$ cat config.mk
export PLATFORM = sky130hd
export DESIGN_NAME = microondas_controle_flat
export DESIGN_NICKNAME = d
export VERILOG_FILES = /design/src/rtl/microondas_pkg.sv /design/src/rtl/microondas_controle_if.sv /design/src/rtl/bcd_mmss_down.sv /design/src/rtl/microondas_controle.sv /design/src/flat_wrapper.sv
export SDC_FILE = /design/constraint.sdc
export NUM_CORES = 1
export LEC_CHECK = 0
export CORE_MARGIN = 1.5
export CORE_UTILIZATION = 56
export CTS_BUF_LIST = sky130_fd_sc_hd__clkbuf_4
export DETAILED_ROUTE_END_ITERATION = 8
export PLACE_DENSITY = 0.89
export SYNTH_ARGS = -nofsm -noshare
export SYNTH_HDL_FRONTEND = slang
export SYNTH_SLANG_ARGS = --single-unit
$ cat constraint.sdc
create_clock -name clock -period 2.2 [get_ports clock]
set_input_delay 0.22 -clock clock [delete_from_list [all_inputs] [get_ports clock]]
set_output_delay 0.22 -clock clock [all_outputs]
set_load 0.01 [all_outputs]
$ cat src/rtl/microondas_pkg.sv
// Shared types and constants for the microwave timer sequencing controller.
package microondas_pkg;

  typedef enum logic [2:0] {
    IDLE  = 3'd0,
    ENTRY = 3'd1,
    COOK  = 3'd2,
    PAUSE = 3'd3,
    DONE  = 3'd4
  } state_t;

  localparam logic [3:0] BCD_NINE = 4'd9;
  localparam logic [3:0] BCD_FIVE = 4'd5;

  typedef struct packed {
    logic [3:0] min_tens;
    logic [3:0] min_ones;
    logic [3:0] sec_tens;
    logic [3:0] sec_ones;
  } mmss_t;

  function automatic logic is_bcd(input logic [3:0] v);
    return v <= BCD_NINE;
  endfunction

endpackage

$ cat src/rtl/microondas_controle_if.sv
// Keypad/button/tick inputs and display/relay outputs of the cook-time controller.
interface microondas_controle_if;
  logic [3:0] d;
  logic       load_n;
  logic       tick_1hz;
  logic       start;
  logic       stop_clear;
  logic       door_closed;
  logic [3:0] min_tens;
  logic [3:0] min_ones;
  logic [3:0] sec_tens;
  logic [3:0] sec_ones;
  logic       mag_on;
  logic       beep;
  logic       busy;

  modport master (
    output d, load_n, tick_1hz, start, stop_clear, door_closed,
    input  min_tens, min_ones, sec_tens, sec_ones, mag_on, beep, busy
  );

  modport slave (
    input  d, load_n, tick_1hz, start, stop_clear, door_closed,
    output min_tens, min_ones, sec_tens, sec_ones, mag_on, beep, busy
  );
endinterface

$ cat src/rtl/bcd_mmss_down.sv
// Combinational one-second BCD decrement of an mm:ss value; zero flags a 00:00 input.
module bcd_mmss_down
  import microondas_pkg::*;
(
  input  mmss_t cur,
  output mmss_t nxt,
  output logic  zero
);

  always_comb begin
    nxt = cur;
    if (cur.sec_ones == 4'd0) begin
      nxt.sec_ones = BCD_NINE;
      if (cur.sec_tens == 4'd0) begin
        nxt.sec_tens = BCD_FIVE;
        if (cur.min_ones == 4'd0) begin
          nxt.min_ones = BCD_NINE;
          nxt.min_tens = cur.min_tens - 4'd1;
        end else begin
          nxt.min_ones = cur.min_ones - 4'd1;
        end
      end else begin
        nxt.sec_tens = cur.sec_tens - 4'd1;
      end
    end else begin
      nxt.sec_ones = cur.sec_ones - 4'd1;
    end
  end

  assign zero = (cur == '0);

endmodule

$ cat src/rtl/microondas_controle.sv
// Microwave cook-time sequencer: digit entry, countdown, door/stop gating, end beep.
module microondas_controle
  import microondas_pkg::*;
#(
  parameter int BEEP_S = 3
) (
  input  logic                 clock,
  input  logic                 reset,
  microondas_controle_if.slave bus
);

  state_t     state_q, state_d;
  mmss_t      time_q, time_d, time_dec;
  logic [3:0] beep_cnt_q, beep_cnt_d;
  logic       beep_q, beep_d;
  logic       mag_on_q, busy_q;
  logic       load_n_q, start_q, stop_q;
  logic       time_zero;
  logic       digit_ev, start_ev, stop_ev;

  bcd_mmss_down u_dec (
    .cur  (time_q),
    .nxt  (time_dec),
    .zero (time_zero)
  );

  assign digit_ev = load_n_q & ~bus.load_n;
  assign start_ev = bus.start & ~start_q;
  assign stop_ev  = bus.stop_clear & ~stop_q;

  always_comb begin
    // NOTE: every output of this block is given a default first so no path leaves it unassigned (no latch).
    state_d    = state_q;
    time_d     = time_q;
    beep_d     = beep_q;
    beep_cnt_d = beep_cnt_q;
    unique case (state_q)
      IDLE, ENTRY: begin
        if (stop_ev) begin
          state_d = IDLE;
          time_d  = '0;
        end else if (start_ev && state_q == ENTRY && bus.door_closed && !time_zero) begin
          state_d = COOK;
        end else if (digit_ev && is_bcd(bus.d)) begin
          state_d = ENTRY;
          time_d  = {time_q.min_ones, time_q.sec_tens, time_q.sec_ones, bus.d};
        end
      end
      COOK: begin
        if (stop_ev || !bus.door_closed) begin
          state_d = PAUSE;
        end else if (bus.tick_1hz) begin
          time_d = time_dec;
          if (time_q == 16'h0001) begin
            state_d    = DONE;
            beep_d     = 1'b1;
            beep_cnt_d = 4'(BEEP_S);
          end
        end
      end
      PAUSE: begin
        if (stop_ev) begin
          state_d = IDLE;
          time_d  = '0;
        end else if (start_ev && bus.door_closed && !time_zero) begin
          state_d = COOK;
        end
      end
      DONE: begin
        if (stop_ev) begin
          state_d    = IDLE;
          time_d     = '0;
          beep_d     = 1'b0;
          beep_cnt_d = 4'd0;
        end else if (bus.tick_1hz) begin
          beep_cnt_d = beep_cnt_q - 4'd1;
          if (beep_cnt_q == 4'd1) begin
            state_d = IDLE;
            beep_d  = 1'b0;
          end
        end
      end
      default: state_d = IDLE;
    endcase
  end

  // Relay and busy are registered from the next state so they track the state edge exactly.
  always_ff @(posedge clock) begin
    // NOTE: sequential state uses non-blocking assignments so all registers update from pre-edge values.
    if (reset) begin
      state_q    <= IDLE;
      time_q     <= '0;
      beep_q     <= 1'b0;
      beep_cnt_q <= 4'd0;
      mag_on_q   <= 1'b0;
      busy_q     <= 1'b0;
      load_n_q   <= 1'b1;
      start_q    <= 1'b0;
      stop_q     <= 1'b0;
    end else begin
      state_q    <= state_d;
      time_q     <= time_d;
      beep_q     <= beep_d;
      beep_cnt_q <= beep_cnt_d;
      mag_on_q   <= (state_d == COOK);
      busy_q     <= (state_d == COOK) || (state_d == PAUSE);
      load_n_q   <= bus.load_n;
      start_q    <= bus.start;
      stop_q     <= bus.stop_clear;
    end
  end

  assign bus.min_tens = time_q.min_tens;
  assign bus.min_ones = time_q.min_ones;
  assign bus.sec_tens = time_q.sec_tens;
  assign bus.sec_ones = time_q.sec_ones;
  assign bus.mag_on   = mag_on_q;
  assign bus.beep     = beep_q;
  assign bus.busy     = busy_q;

endmodule

$ cat src/flat_wrapper.sv
// flat-port wrapper written by rule: the top's interface ports become plain ports
module microondas_controle_flat import microondas_pkg::*;
#(
  parameter int BEEP_S = 3
)
  (clock, reset, bus_d, bus_load_n, bus_tick_1hz, bus_start, bus_stop_clear, bus_door_closed, bus_min_tens, bus_min_ones, bus_sec_tens, bus_sec_ones, bus_mag_on, bus_beep, bus_busy);
  microondas_controle_if bus_i ();
  input  logic clock;
  input  logic reset;
  input wire logic [$bits(bus_i.d)-1:0] bus_d;
  input wire logic [$bits(bus_i.load_n)-1:0] bus_load_n;
  input wire logic [$bits(bus_i.tick_1hz)-1:0] bus_tick_1hz;
  input wire logic [$bits(bus_i.start)-1:0] bus_start;
  input wire logic [$bits(bus_i.stop_clear)-1:0] bus_stop_clear;
  input wire logic [$bits(bus_i.door_closed)-1:0] bus_door_closed;
  output wire logic [$bits(bus_i.min_tens)-1:0] bus_min_tens;
  output wire logic [$bits(bus_i.min_ones)-1:0] bus_min_ones;
  output wire logic [$bits(bus_i.sec_tens)-1:0] bus_sec_tens;
  output wire logic [$bits(bus_i.sec_ones)-1:0] bus_sec_ones;
  output wire logic [$bits(bus_i.mag_on)-1:0] bus_mag_on;
  output wire logic [$bits(bus_i.beep)-1:0] bus_beep;
  output wire logic [$bits(bus_i.busy)-1:0] bus_busy;
  assign bus_i.d = bus_d;
  assign bus_i.load_n = bus_load_n;
  assign bus_i.tick_1hz = bus_tick_1hz;
  assign bus_i.start = bus_start;
  assign bus_i.stop_clear = bus_stop_clear;
  assign bus_i.door_closed = bus_door_closed;
  assign bus_min_tens = bus_i.min_tens;
  assign bus_min_ones = bus_i.min_ones;
  assign bus_sec_tens = bus_i.sec_tens;
  assign bus_sec_ones = bus_i.sec_ones;
  assign bus_mag_on = bus_i.mag_on;
  assign bus_beep = bus_i.beep;
  assign bus_busy = bus_i.busy;
  microondas_controle #(.BEEP_S(BEEP_S)) u_core (.clock(clock), .reset(reset), .bus(bus_i));
endmodule
==> metrics.yaml, run 1 <==
clock_tree:
  clockBufferDepth: 2
  numCtsBuffers: 5
  postCtsSetupBuffers: 0
  cts_sinks: 29
  clk_pin_slew_ns: 0.10
  cts_tree: "built"
  root_buffer: "clkbuf_4"
  htree_levels: 2
  clk_latency_ns: 0.35
  hold_buffers: 0
run_status:
  status: "finished, final reports clean"
die:
  fp-row-count: 21
  start_util_pct: 58.28
  die_h_um: 61.70
  fp.dieArea_sq_um: 3806
  dieWidth_um: 61.70
  io_pins: 30
  core_area_sq_um: 3311
logic_synthesis:
  ys_types: 58
  netlist_area_sq_um: 1929
  avgSynthCellArea_sq_um: 8.425
  syn-num-nets: 248
  ys_warn_count: 0
  synth_edf_count: 0
  ys_seq_area_share_pct: 30.09
  synth_cells: 229
  synth_ff_type: "dfxtp_1"
  ys_ff_latch: 29
  ys_async_sr_fraction_pct: 0
sta:
  layout_setup_ws_ns: 0.09064
  rsz0062_at_grt: "true"
  finClkSkew_ns: 0.007781
  worst_pin_slew_ns: 0.4351
  finalMaxSlewViolations: 0
  max_freq_mhz: 474.1
  post-route-min-period_ns: 2.109
  setup_violations: 0
  period_share_pct: 95.88
  hold_viol_final: 0
  relSlewSlack_pct: 70.90
routing:
  drc: 0
  viasPerCell: 5.742
  avgRoutedWirePerCell_um: 14.86
  drt-pass1-iter-count: 4
  drtIter0Drc: 85
  routed_wl_um: 4843
  vias: 1872
  antenna_left: 0
placement:
  dp_hpwl_um: 3531
  place_congestion: 0.8137
  dp_slack_ns: -0.08123
  io_buffers: 29
  placed_area_sq_um: 2412
  dp.cells: 318
cells_and_area:
  utilization_pct: 75.28
  drive_gt1_share_pct: 24.29
  layout_common_cells: "29 x clkdlybuf4s50_1, 28 x dfxtp_1, 26 x buf_4, 18 x nor2_1, 14 x a21oi_1"
  stdcell_area_sq_um: 2492
  area_growth_pct: 29.18
  nets: 298
  final_common_cell: "clkdlybuf4s50_1"
  diodes: 0
  instances_no_fill: 326
setup_path:
  endpoint_kind: "flop"
  critPathKind: "flop to flop"
  critPathMaxFanout: 7
  cp_top_family: "simple AND/OR/NAND/NOR gates"
  critPathBufInv: 2
  arrival_ns: 2.36
  crit_slowest_cell: "or3b_4"
  critPathLaunchType: "flop"
  critPathMaxStageDelay_ns: 0.38
  critPathRequiredTime_ns: 2.45
  crit_chain: "inv_2, ha_2, or3b_4, nand2_2, nand4bb_1, buf_6, nor3_4, mux2_2"
job:
  maxCapViolCount: 0
power:
  cellLeakagePower_nw: 0.9393
  p_per_area_nw_per_um2: 451.6
  peakVddDrop_mv: 0.3462
grt:
  antenna_found_initial: 0
  grt_first_pass_wirelength_um: 7941
  grt_max_degree: 17
  grt_usage_pct: 28.63
  grt_pass1_vias: 1794
  grt.overflow.total: 0
worst_hold_path:
  holdCritPathClass: "input port to flop"
-- tightest hold or removal path: cells and delay by family --
family / cells / cell delay, ns
AND/OR/NAND/NOR: 1 / 0.06
buffers and inverters: 2 / 0.50
-- metal layers --
layer / part of all wire, % / vias up / GRT usage, %
li1: - / 932 / -
met1: 44 / 878 / 35.12
met2: 49 / 54 / 46.02
met3: 5.7 / 8 / 9.524
met4: 1.4 / 0 / 12.16
met5: 0 / - / 0
-- cells in the mapped netlist, types with 3 or more instances --
| master | n | area share (%) |
|---|---|---|
| dfxtp_1 | 29 | 30 |
| nor2_1 | 18 | 3.5 |
| inv_1 | 15 | 2.9 |
| a21oi_1 | 14 | 3.6 |
| nand2_1 | 14 | 2.7 |
| o21ai_0 | 11 | 2.9 |
| nor2b_1 | 10 | 3.2 |
| a22oi_1 | 8 | 3.1 |
| ha_1 | 8 | 5.2 |
| mux2_2 | 8 | 4.7 |
| o31ai_1 | 7 | 2.7 |
| clkbuf_1 | 6 | 1.2 |
| nand3_1 | 6 | 1.6 |
| nor3_1 | 5 | 1.3 |
| nor3b_1 | 4 | 1.6 |
| or4_1 | 4 | 1.6 |
| nand2b_1 | 3 | 0.97 |
| or3_2 | 3 | 1.2 |
| or3b_1 | 3 | 1.4 |
| xor2_1 | 3 | 1.4 |
-- kinds of logic after synthesis --
group | after synthesis | share of synthesized area (%)
xor gates and xnor gates | 4 | 1.816
adders and majority gates | 8 | 5.188
muxes | 9 | 5.188
DFF | 29 | 30.09
AOI/OAI and AO/OA | 62 | 22.63
buffers and inverters | 29 | 7.457
and+or+nand+nor | 88 | 27.63
-- path summary, 6_finish.rpt --
kind / to / slack [ns] / cells past startpoint / startpoint
min: u_core.load_n_q / 0.47 / 3 / bus_load_n
max reg2reg: u_core.bus.min_tens[2] / 0.09 / 8 / u_core.bus.sec_ones[1]
min reg2reg: u_core.bus.sec_tens[1] / 0.51 / 2 / u_core.bus.sec_tens[1]
max: u_core.bus.min_tens[2] / 0.09 / 8 / u_core.bus.sec_ones[1]
-- metrics by stage --
stage	power, W	setup TNS, ns	hold WS (ns)
final	0.001126	0	0.4650
after global routing	0.001182	-0.01561	0.4525
after CTS	0.001123	0	0.4566
after detailed placement	0.0008005	-0.6477	0.5043
after global placement	0.0007949	-0.2380	0.4933
after floorplan	0.0007024	0	0.3291
-- power breakdown --
group | internal [W] | switching (W) | total, W
logic | 0.000129 | 0.000120 | 0.000249
registers | 0.000539 | 0.0000133 | 0.000552
clock network | 0.000120 | 0.000204 | 0.000324
total | 0.000788 | 0.000338 | 0.00113
-- final cells by class --
cell class | instances | area (sq um)
timing repair buffer | 57 | 516.7
clock inverter | 3 | 17.52
sequential | 29 | 581.8
clock buffer | 5 | 37.54
multi-input combinational | 171 | 1225
inverter | 15 | 56.30
fill | 255 | 818.3
tap | 46 | 57.56
-- flip-flops by register name, indices dropped and copies added, names as in the netlist, 3 cells and up --
| register | count |
|---|---|
| u_core.state_q | 3 |
| u_core.bus.min_tens | 4 |
| u_core.bus.min_ones | 4 |
| u_core.bus.sec_ones | 4 |
| u_core.beep_cnt_q | 4 |
| u_core.bus.sec_tens | 4 |
-- what timing repair did --
action,4_1_cts,5_1_grt
resized for setup,1,10
endpoints found under the setup margin,9,11
endpoints found under the hold margin,0,0
pin swaps,0,2
Note: power is estimated with default switching activity, not from simulation.
==> run 2: changes to the inputs <==
Settings changed: ABC_AREA set to 1, ABC_CLOCK_PERIOD_IN_PS set to 2200, CORE_UTILIZATION 56 to 55, PLACE_DENSITY 0.89 to 0.87.
==> run 2 against run 1 <==
Cell count grew 12%. First-iteration DRC count increased by 47%. Synthesized area decreased by 1.5%. Non-clock buffer count shrank 25. Core utilization decreased by 6.6 points. Clock skew decreased by 0.0013 ns. Sequential power is 6.3% higher. Fmax grew 10%. Synthesized cell count grew 24%. Routed wire length fell by 8.6%. Count of clock-buffer cells in the layout is 1 higher.
==> metrics.yaml, run 2 <==
run_status:
  status: "finished, final reports clean"  # unchanged
logic_synthesis:
  yosysMostFrequentCell: "nand2_1"  # was dfxtp_1
  syn-num-nets: 303  # was 248
  synth_compound_area_share_pct: 13.76  # was 22.63%
  ys_ff_latch: 29  # unchanged
  synth_ff_type: "dfxtp_1"  # unchanged
  synth-simple-area-share_pct: 36.54  # was 27.63%
  synth-adder-area-share_pct: 5.267  # was 5.188%
  ys_async_sr_fraction_pct: 0  # unchanged
  synth_area_leaders: "dfxtp_1 31%, nand2_1 10%, inv_1 7.7%, nor2_1 7.5%, nand3_1 6.1%"  # was dfxtp_1 30%, ha_1 5.2%, mux2_2 4.7%, a21oi_1 3.6%, nor2_1 3.5%
  synth_cells: 284  # was 229
  avgSynthCellArea_sq_um: 6.692  # was 8.425 sq um
  synth_edf_count: 0  # unchanged
  ys_seq_area_share_pct: 30.55  # was 30.09%
  synth_common_cells: "52 x nand2_1, 39 x inv_1, 38 x nor2_1"  # was 29 x dfxtp_1, 18 x nor2_1, 15 x inv_1
  synthXorXnorAreaFrac_pct: 2.765  # was 1.816%
  ys_types: 30  # was 58
  synth.area.mux_share_pct: 0  # was 5.188%
  synth_area_leader_cell: "dfxtp_1"  # unchanged
  ys_warn_count: 0  # unchanged
  synth_top_family_by_area: "simple AND/OR/NAND/NOR gates"  # unchanged
  synth_top_area_share_pct: 30.55  # was 30.09%
  netlist_area_sq_um: 1901  # was 1929 sq um
sta:
  setup_violations: 0  # unchanged
  hold_viol_final: 0  # unchanged
  relSlewSlack_pct: 66.11  # was 70.90%
  max_freq_mhz: 523.6  # was 474.1 MHz
  rsz0062_at_grt: "false"  # was true
  finClkSkew_ns: 0.006467  # was 0.007781 ns
  post-route-min-period_ns: 1.910  # was 2.109 ns
  finalSetupTns_ns: 0  # unchanged
  finalMaxSlewViolations: 0  # unchanged
  period_share_pct: 86.82  # was 95.88%
  worst_pin_slew_ns: 0.5078  # was 0.4351 ns
setup_path:
  crit_top_cell: "nand2_1"
  critPathKind: "flop to flop"  # unchanged
  crit_slowest_cell: "dfxtp_1"  # was or3b_4
  cp_top_family: "simple AND/OR/NAND/NOR gates"  # unchanged
  critPathBufInv: 1  # was 2
  endpoint_kind: "flop"  # unchanged
  critPathMaxStageDelay_ns: 0.39  # was 0.38 ns
  crit_cells: 10  # was 8
  critPathRequiredTime_ns: 2.49  # was 2.45 ns
  critPathMaxFanout: 8  # was 7
  critPathLaunchType: "flop"  # unchanged
  crit_chain: "inv_1, ha_1, nand3_2, nor2_1, nand2_1, nand3_2, nand4_2, nand2_1, nand2_1, nor2_1"  # was inv_2, ha_2, or3b_4, nand2_2, nand4bb_1, buf_6, nor3_4, mux2_2
  arrival_ns: 2.20  # was 2.36 ns
  worstRegToRegCells: 10  # was 8
clock_tree:
  hold_buffers: 0  # unchanged
  postCtsSetupBuffers: 0  # unchanged
  post_cts_resize_count: 0  # was 1
  clockBufferDepth: 2  # unchanged
  cts_tree: "built"  # unchanged
  cts_sinks: 29  # unchanged
  clk_latency_ns: 0.35  # about the same
  clk_pin_slew_ns: 0.10  # about the same
  numCtsBuffers: 5  # unchanged
  htree_levels: 2  # unchanged
  root_buffer: "clkbuf_4"  # unchanged
power:
  p_total_w: 0.001283  # was 0.001126 W
  peakVddDrop_mv: 0.4224  # was 0.3462 mV
  p_per_area_nw_per_um2: 559.6  # was 451.6 nW/um^2
  cellLeakagePower_nw: 1.026  # was 0.9393 nW
grt:
  grt_first_pass_wirelength_um: 6955  # was 7941 um
  antenna_found_initial: 0  # unchanged
  grt_usage_pct: 25.26  # was 28.63%
  top_usage_layer: "met2"  # unchanged
  grt_max_degree: 17  # unchanged
  grt_pass1_vias: 1604  # was 1,794
  use_met3_pct: 8.489  # was 9.524%
  grtUsageMet2_pct: 41.35  # was 46.02%
  met1_usage_pct: 30.24  # was 35.12%
  grt.overflow.total: 0  # unchanged
routing:
  routed_wl_um: 4426  # was 4843 um
  viasPerCell: 5.258  # was 5.742
  drc: 0  # unchanged
  drt-pass1-iter-count: 4  # unchanged
  antenna_left: 0  # unchanged
  vias: 1914  # was 1,872
  drtIter0Drc: 125  # was 85
  avgRoutedWirePerCell_um: 12.16  # was 14.86 um
cells_and_area:
  nets: 336  # was 298
  layout_common_cells: "52 x nand2_1, 39 x inv_1, 38 x nor2_1, 29 x clkdlybuf4s50_1, 29 x dfxtp_1"  # was 29 x clkdlybuf4s50_1, 28 x dfxtp_1, 26 x buf_4, 18 x nor2_1, 14 x a21oi_1
  drive_gt1_share_pct: 12.89  # was 24.29%
  diodes: 0  # unchanged
  area_growth_pct: 20.61  # was 29.18%
  final_common_cell: "nand2_1"  # was clkdlybuf4s50_1
worst_hold_path:
  holdCritPathClass: "input port to flop"  # unchanged
  holdPathStages: 3  # unchanged
die:
  io_pins: 30  # unchanged
  fp.dieArea_sq_um: 3817  # was 3806 sq um
  start_util_pct: 56.96  # was 58.28%
  fp-row-count: 21  # unchanged
  core_area_sq_um: 3337  # was 3311 sq um
  die_h_um: 61.79  # was 61.70 um
  dieWidth_um: 61.79  # was 61.70 um
job:
  maxCapViolCount: 0  # unchanged
placement:
  io_buffers: 29  # unchanged
  place_congestion: 0.8460  # was 0.8137
  dp_hpwl_um: 3254  # was 3531 um
==> run 2: cell count changes after synthesis, sizes merged, moves of 7 or more <==
cell	delta
o21ai	+11
nand2	+47
mux2	-8
inv	+31
nand3	+20
o32ai	+7
a22oi	-8
nor2b	-10
nor2	+26
==> run 2: power by group <==
part           internal [W]  switching (W)  total [W]
Combinational      0.000159       0.000205   0.000363
Clock              0.000134       0.000198   0.000332
Sequential         0.000556      0.0000308   0.000587
==> run 2: cells by family after synthesis <==
| logic type | Yosys count |
|---|---|
| fa+ha+maj | 8 |
| flops | 29 |
| xor+xnor | 6 |
| simple gates | 143 |
| compound gates | 46 |
| buf+inv | 52 |
==> run 2: worst paths after layout <==
path / startpoint / end / slack [ns]
min reg2reg: u_core.bus.beep / u_core.bus.beep / 0.49
max: u_core.bus.min_ones[0] / u_core.bus.min_tens[3] / 0.29
max reg2reg: u_core.bus.min_ones[0] / u_core.bus.min_tens[3] / 0.29
min: bus_stop_clear / u_core.stop_q / 0.44
==> run 2: area by class of cell <==
type / count / area, sq um
multi-input combinational: 203 / 1109
tap: 46 / 57.56
clock inverter: 2 / 10.01
clock buffer: 6 / 45.04
timing repair buffer: 32 / 312.8
fill: 295 / 1045
inverter: 46 / 177.7
sequential: 29 / 580.6
==> run 2: metal layers <==
metal  vias to the layer above  wire length [um]  part of all wire, %
li1                        988                 -                    -
met4                         0                73                  1.6
met2                        56              2081                   47
met1                       865              1980                   45
met3                         5               290                  6.6
met5                         -                 0                    0
==> run 2: stage by stage <==
stage	setup slack (ns)	cells	instance area, sq um	hold slack, ns	util [%]
floorplan	0.5891	284	1901	0.3238	-
global placement	0.2781	356	2237	0.4621	67.04
detailed placement	0.1985	356	2237	0.4879	67.04
CTS	0.3063	364	2292	0.4316	68.69
global route	0.1028	364	2292	0.4614	68.69
finish	0.2900	364	2292	0.4418	68.69
==> run 2: worst min-delay path, delay by kind of cell <==
family	cells	cell delay (ns)
buffers and inverters	2	0.50
AND/OR/NAND/NOR	1	0.03
